**config.mk**
```make
export PLATFORM = sky130hd
export DESIGN_NAME = logic_unit_pipe
export DESIGN_NICKNAME = d
export VERILOG_FILES = /design/src/rtl/logic_unit_pipe.sv
export SDC_FILE = /design/constraint.sdc
export NUM_CORES = 1
export LEC_CHECK = 0
export BUFFER_PORTS_ARGS = -buffer_cell sky130_fd_sc_hd__buf_2
export CAP_MARGIN = 10
export CORE_MARGIN = 3
export CORE_UTILIZATION = 30
export DETAILED_ROUTE_END_ITERATION = 12
export GPL_TIMING_DRIVEN = 0
export SKIP_CTS_REPAIR_TIMING = 1
export SLEW_MARGIN = 40
export SYNTH_ARGS = -nofsm -noshare
export SYNTH_HDL_FRONTEND = slang
export SYNTH_SLANG_ARGS = --single-unit
```
**constraint.sdc**
```tcl
create_clock -name clk -period 2.4 [get_ports clk]
set_input_delay 0.36 -clock clk [delete_from_list [all_inputs] [get_ports clk]]
set_output_delay 0.36 -clock clk [all_outputs]
set_load 0.1 [all_outputs]
```
**src/rtl/logic_unit_pipe.sv**
```systemverilog
// Two-stage pipelined bitwise logic unit with valid/ready on both sides,
// accumulator operand mode, registered zero/parity flags and a saturating transfer count.
module logic_unit_pipe #(
    parameter int WIDTH = 8,
    parameter int CNT_W = 16
) (
    input  logic             clk,
    input  logic             rst,
    input  logic             in_valid,
    output logic             in_ready,
    input  logic [2:0]       sel,
    input  logic [WIDTH-1:0] a,
    input  logic [WIDTH-1:0] b,
    input  logic             acc_en,
    input  logic             acc_clr,
    output logic             out_valid,
    input  logic             out_ready,
    output logic [WIDTH-1:0] y,
    output logic             zero,
    output logic             parity,
    output logic [CNT_W-1:0] op_count
);

    logic [WIDTH-1:0] acc_reg;
    logic [WIDTH-1:0] s1_reg;
    logic             s1_valid_reg;
    logic             s2_valid_reg;
    logic [WIDTH-1:0] b_eff;
    logic [WIDTH-1:0] r;
    logic             accept;
    logic             advance;
    logic             xfer;

    assign out_valid = s2_valid_reg;
    // Ready only depends on occupancy and out_ready, never on in_valid.
    assign in_ready  = !rst && (!s1_valid_reg || !s2_valid_reg || out_ready);
    assign accept    = in_valid && in_ready;
    assign xfer      = s2_valid_reg && out_ready;
    assign advance   = s1_valid_reg && (!s2_valid_reg || out_ready);

    always_comb begin
        b_eff = b;
        if (acc_clr)
            b_eff = '0;
        else if (acc_en)
            b_eff = acc_reg;
    end

    genvar gi;
    generate
        for (gi = 0; gi < WIDTH; gi++) begin : g_bit
            always_comb begin
                r[gi] = 1'b0;
                case (sel)
                    3'b000: r[gi] = ~a[gi];
                    3'b001: r[gi] = a[gi] & b_eff[gi];
                    3'b010: r[gi] = a[gi] | b_eff[gi];
                    3'b011: r[gi] = a[gi] ^ b_eff[gi];
                    3'b100: r[gi] = ~(a[gi] & b_eff[gi]);
                    3'b101: r[gi] = ~(a[gi] | b_eff[gi]);
                    3'b110: r[gi] = ~(a[gi] ^ b_eff[gi]);
                    default: r[gi] = a[gi];
                endcase
            end
        end
    endgenerate

    always_ff @(posedge clk or posedge rst) begin
        if (rst) begin
            s1_reg       <= '0;
            s1_valid_reg <= 1'b0;
            acc_reg      <= '0;
        end else begin
            if (accept)
                s1_reg <= r;
            if (accept)
                s1_valid_reg <= 1'b1;
            else if (advance)
                s1_valid_reg <= 1'b0;
            // An accepted acc_en result wins over a clear; its operand was already zeroed.
            if (accept && acc_en)
                acc_reg <= r;
            else if (acc_clr)
                acc_reg <= '0;
        end
    end

    always_ff @(posedge clk or posedge rst) begin
        if (rst) begin
            s2_valid_reg <= 1'b0;
            y            <= '0;
            zero         <= 1'b0;
            parity       <= 1'b0;
        end else if (advance) begin
            s2_valid_reg <= 1'b1;
            y            <= s1_reg;
            zero         <= (s1_reg == '0);
            parity       <= ^s1_reg;
        end else if (xfer) begin
            s2_valid_reg <= 1'b0;
        end
    end

    always_ff @(posedge clk or posedge rst) begin
        if (rst)
            op_count <= '0;
        else if (xfer && (op_count != {CNT_W{1'b1}}))
            op_count <= op_count + CNT_W'(1);
    end

endmodule

```
==> results of run 1 <==
[logic make-up (layout without fill, tap and decap cells)]
logic type,Yosys count,count (layout),share of synthesized area
AND/OR/NAND/NOR,104,104,0.1845
AO/OA/AOI/OAI,70,70,0.1507
flip-flops,44,44,0.3767
buffers and inverters,43,102,0.05950
multiplexers,22,22,0.09675
adder cells (fa/ha/maj),21,21,0.08990
XOR/XNOR,14,14,0.04195
[where the power goes]
group          leakage [uW]  switching, uW  internal (uW)
sequential         0.000566            117            881
clock             0.0000541            256            308
combinational       0.00111           1100            326
total               0.00173           1470           1510
[through the flow]
stage	instances	total power (uW)	hold WS [ns]	instance area [sq um]	utilization
finish	506	2984	0.3874	3486	0.3720
global route	506	3152	0.4059	3486	0.3720
CTS	505	3017	-0.03068	3476	0.3709
detailed placement	497	2446	0.2975	3364	0.3590
global placement	496	2412	0.4658	3342	0.3566
floorplan	318	2170	0.4498	2935	-
[worst paths after layout]
kind	from	endpoint	slack, ns	cells after the start
setup / recovery	acc_reg[4]	s1_reg[4]	0.36	8
hold / removal	out_ready	s1_valid_reg	0.39	4
setup reg to reg	acc_reg[4]	s1_reg[4]	0.36	8
hold reg to reg	s1_reg[2]	s1_reg[2]	0.48	2
max in group asynchronous	rst	y[2]	1.46	4
min in group asynchronous	rst	op_count[1]	0.53	3
[tightest hold or removal path: cells and delay by family]
family / cells / cell delay [ns]
buf+inv: 1 / 0.10
simple gates: 3 / 0.18
[routing by layer]
metal | global-route usage | share of wire | wire [microns] | up-vias
li1 | - | - | - | 1227
met1 | 0.1637 | 0.49 | 3208 | 1186
met2 | 0.2085 | 0.46 | 3040 | 52
met3 | 0.02656 | 0.048 | 316 | 5
met4 | 0.02530 | 0.0071 | 47 | 0
met5 | 0 | 0 | 0 | -
[cell type report]
| cell class | instances | area (sq um) |
|---|---|---|
| fillers | 1013 | 5886 |
| multi-input cells | 231 | 1659 |
| flip-flops and latches | 44 | 1102 |
| repair buffers | 51 | 275.3 |
| well taps | 129 | 161.4 |
| inverters | 28 | 107.6 |
| clock buffers | 5 | 68.82 |
| plain buffers | 15 | 68.82 |
| clock inverters | 3 | 42.54 |
[placed cells by master, fill, tap and decap left out, types with 7 or more instances in the layout]
cell type,netlist,routed
mux2i_1,11,11
a21oi_1,10,9
xnor2_1,8,8
ha_1,21,21
dfrtp_1,44,43
o211ai_1,7,7
o21ai_0,27,27
or2_2,8,8
nor2_1,13,13
buf_2,7,56
inv_1,28,27
clkbuf_1,7,7
nand2_1,39,39
==> out/results.ini, run 1 <==
[critical_path]
critical_path.max_stage_delay_ns=0.36
path_cells=mux2i_1 > or2_2 > ha_1 > nand2b_1 > a221oi_1 > nor3_1 > o21ai_0 > o21ai_0
crit_family=compound AO/OA/AOI/OAI gates
cp_common_cell=o21ai_0
critPathKind=flip-flop to flip-flop
critPathBufInv=0
critPathLaunchType=flip-flop
cp_slowest_cell=dfrtp_1
cp_max_fo=3
critPathCaptureType=flip-flop
worst-endpoint-arrival_ns=2.21
required_ns=2.57

[layout]
diodes=0
final_nets=422
drive_gt1_frac=0.2414
area_growth_pct=19.26
largest_reg_flops=16
regMostFlops=op_count

[power]
max-vdd-ir-drop_mv=0.5793
p_leak_uw=0.001727
powerDensity_mw_per_mm2=856.0

[global_route]
grt_max_degree=37
grt_usage=0.1235
antenna_found_initial=0
first_global_vias=2422
grt_first_pass_wirelength_microns=11350
grt_overflow=0

[floorplanning]
die_x_microns=104.7
dieArea_sq_mm=0.01096
initial_core_util=0.3119
die_y_microns=104.7
rows=35
io-pin-count=53
core_sq_mm=0.009371

[route]
wl_microns=6613
routedWlPerCell_microns=13.07
first_pass_iters=4
viasPerCell=4.881
antenna_left=0
drc=0
num_vias=2470
drt-initial-drc-count=78

[placement]
place_ws_ns=0.04669
gp_congestion=0.7892
dp_hpwl_microns=5223
io_buffers=49

[sta]
setup_viol=0
fin_crit_sh=0.8503
final_max_slew_viol_count=0
rsz0062_at_grt=no
fin_crit_ns=2.041
fmax_ghz=0.4900
finalHoldViolations=0
skew_ns=0.01100
worstMarginPinSlew_ns=0.5612
setup_slack_ns=0.3593
fin_setup_tns_ns=0
relSlewSlack=0.6224

[run_status]
status=complete, no violations

[yosys]
synth_top_area_frac=0.3767
synth-seq-cells=44
ys.flop_type=dfrtp_1
synthTopCellsByCount=dfrtp_1 (44), nand2_1 (39), inv_1 (28)
synthTopCellsByArea=dfrtp_1 (38%), ha_1 (9.0%), nand2_1 (5.0%)
yosysSeqAreaShare=0.3767
synthCells=318
ys.warnings.count=0
syn-cell-area_sq_mm=0.002923
synth_nets=364
synthMostInstantiatedCell=dfrtp_1
yosysTopAreaCell=dfrtp_1
avgSynthCellArea_sq_um=9.191
synth_edf_count=0
ys_types=48
async_flop_share=1.000

[clock_tree]
cts_tree=built
clockRootBuffer=clkbuf_8
cts.sinks=44
cts_made_buffers=5
cts_buffer_depth=2
clkLatencyLatePin_ns=0.29
clk_pin_slew_ns=0.09
htree_levels=2

[flow_run]
drv_cap=0

[hold_path]
hold_path_class=primary input to flip-flop

Note: power is estimated with default switching activity, not from simulation.
==> run 2, diff against run 1 <==
- ABC_AREA: unset -> 1
- CORE_MARGIN: 3 -> 5
- CTS_CLUSTER_DIAMETER: unset -> 100
==> run 2 against run 1 <==
  * Clock power decreased by 12%
  * Hold slack got worse by 0.014 ns
  * Via count increased by 32%
  * Synthesized cell count increased by 52%
  * Utilization decreased by 1.4 points
  * Wire length increased by 38%
  * Critical path type is now primary input to output port
  * Critical endpoint is now in_ready
==> out/results.ini, run 2 <==
[global_route]
grt_first_pass_wirelength_microns=15010  ; +32%
grt_overflow=0  ; unchanged
grt_max_degree=35  ; -5.4%
antenna_found_initial=0  ; unchanged
first_global_vias=3190  ; +32%
grt_usage=0.1390  ; +0.01543

[layout]
diodes=0  ; unchanged
layout_common_cells=nand2_1 (138), inv_1 (60), buf_2 (59)
layout_commonest_cell=nand2_1
final_nets=587  ; +39%
final_util=0.3578  ; -0.01416
largest_reg_flops=16  ; unchanged
area_growth_pct=16.50
regMostFlops=op_count
drive_gt1_frac=0.1827  ; -0.05872

[yosys]
async_flop_share=1.000  ; unchanged
synthTopCellsByCount=nand2_1 (138), inv_1 (61), nand3_1 (55)
yosysTopAreaCell=dfrtp_1
synth_simple_gate_area_frac=0.4190  ; +0.2345
syn-cell-area_sq_mm=0.003329  ; +14%
synth_edf_count=0  ; unchanged
ys_types=28  ; -42%
ys.warnings.count=0  ; unchanged
avgSynthCellArea_sq_um=6.879  ; -25%
yosysSeqAreaShare=0.3307  ; -0.04601
synth-compound-area-share=0.02856  ; -0.1221
synthMostInstantiatedCell=nand2_1
synthCells=484  ; +52%
synth_top_family_by_area=simple AND/OR/NAND/NOR gates
ys.flop_type=dfrtp_1
synth_nets=530  ; +46%
synth_xor_xnor_area_share=0.03420  ; -0.007754
synth-seq-cells=44  ; unchanged
synthMuxAreaShare=0  ; -0.09675
synth_adder_area_share=0.07892  ; -0.01098
synthTopCellsByArea=dfrtp_1 (33%), nand2_1 (16%), nand3_1 (8.3%)
synth_top_area_frac=0.3307  ; -0.04601

[power]
power.share.clock=0.181  ; -0.008
powerDensity_mw_per_mm2=710.6  ; -17%
p_leak_uw=0.002139  ; +24%
max-vdd-ir-drop_mv=0.4423  ; -24%
seq_power_share=0.348  ; +0.014
power_uw=2756  ; -7.6%
p_int_uw=1353  ; -11%
swShare=0.5091  ; +0.01674
p_sw_uw=1403  ; -4.5%
pwr-share-comb=0.471  ; -0.006

[route]
antenna_left=0  ; unchanged
wl_microns=9156  ; +38%
num_vias=3260  ; +32%
first_pass_iters=4  ; unchanged
viasPerCell=4.780  ; -2.1%
drc=0  ; unchanged
routedWlPerCell_microns=13.43  ; +2.7%
drt-initial-drc-count=184  ; +140%

[sta]
relSlewSlack=0.6374  ; +0.01501
finalHoldViolations=0  ; unchanged
setup_viol=0  ; unchanged
rsz0062_at_grt=no
final_max_slew_viol_count=0  ; unchanged
fin_crit_ns=1.929  ; -0.1121 ns
fin_crit_sh=0.8036  ; -0.04670
fmax_ghz=0.5185  ; +5.8%
worstMarginPinSlew_ns=0.5438  ; -0.01734 ns
fin_setup_tns_ns=0  ; unchanged
skew_ns=0.01106  ; +0.00006540 ns
fin_hold_ws_ns=0.3739  ; -0.01354 ns

[placement]
dp_hpwl_microns=6991  ; +34%
io_buffers=48  ; -2.0%
gp_congestion=0.8941  ; +13%

[clock_tree]
cts_tree=built
clkLatencyLatePin_ns=0.30  ; about the same
cts_buffer_depth=2  ; unchanged
cts_made_buffers=5  ; unchanged
clockRootBuffer=clkbuf_8
clk_pin_slew_ns=0.09  ; about the same
cts.sinks=44  ; unchanged
htree_levels=2  ; unchanged

[floorplanning]
io-pin-count=53  ; unchanged
die_x_microns=115.3  ; +10%
die_y_microns=115.3  ; +10%
core_sq_mm=0.01084  ; +16%
rows=38  ; +8.6%
dieArea_sq_mm=0.01330  ; +21%
initial_core_util=0.3071  ; -0.004750

[critical_path]
critPathKind=primary input to output port
rr_worst_depth=11  ; +3
required_ns=2.04  ; -0.53 ns
critPathLaunchType=primary input
cp_max_fo=2  ; -1
critPathCaptureType=output port
worst-endpoint-arrival_ns=1.57  ; -0.64 ns

[hold_path]
hold_path_class=primary input to flip-flop
hold_depth=4  ; unchanged

[flow_run]
drv_cap=0  ; unchanged

[run_status]
status=complete, no violations

run 2: per-stage QoR:
step	setup WS, ns	area (sq um)	std cells
after global placement	0.2109	3752	672
after CTS	0.4916	3869	681
final	0.4714	3879	682
after detailed placement	0.1653	3775	673
after floorplan	0.1136	3337	484
after global routing	0.3307	3879	682
run 2: final cells by class:
cell class	instances	area (sq um)
multi-input cells	353	1874
repair buffers	50	270.3
clock buffers	5	68.82
clock inverters	3	25.02
well taps	140	175.2
fillers	1196	6962
flip-flops and latches	44	1101
inverters	67	256.5
plain buffers	20	107.6
run 2: layer usage:
layer,track usage,wire length (microns),up-vias
li1,-,-,1655
met1,0.1782,4054,1502
met2,0.2396,4427,95
met3,0.02632,549,8
met4,0.03678,125,0
met5,0,0,-
run 2: kinds of logic (layout without fill, tap and decap cells):
group / Yosys count / in the layout
simple gates: 300 / 300
flops: 44 / 44
compound gates: 19 / 19
xor+xnor: 13 / 13
fa+ha+maj: 21 / 21
buf+inv: 87 / 145
run 2: critical path, stage by stage:
cell and delay, ns:
dlygate4sd3_1 0.53, buf_2 0.15, nor2_4 0.10, buf_2 0.42
run 2: path summary, 6_finish.rpt:
path | from | end | slack (ns)
hold / removal | out_ready | out_valid | 0.37
setup reg to reg | acc_reg[4] | s1_reg[4] | 0.55
hold reg to reg | y[1] | y[1] | 0.49
max in group asynchronous | rst | op_count[7] | 1.45
setup / recovery | rst | in_ready | 0.47
min in group asynchronous | rst | y[3] | 0.52
run 2: power by group through the flow:
| stage | Combinational, uW | Sequential, uW | Clock (uW) |
|---|---|---|---|
| 2_1_floorplan | 449 | 1570 | 0 |
| 3_3_place_gp | 1290 | 969 | 0 |
| 3_5_place_dp | 1310 | 977 | 0 |
| 4_1_cts | 1310 | 962 | 519 |
| 5_1_grt | 1390 | 981 | 545 |
| 6_report | 1300 | 960 | 499 |
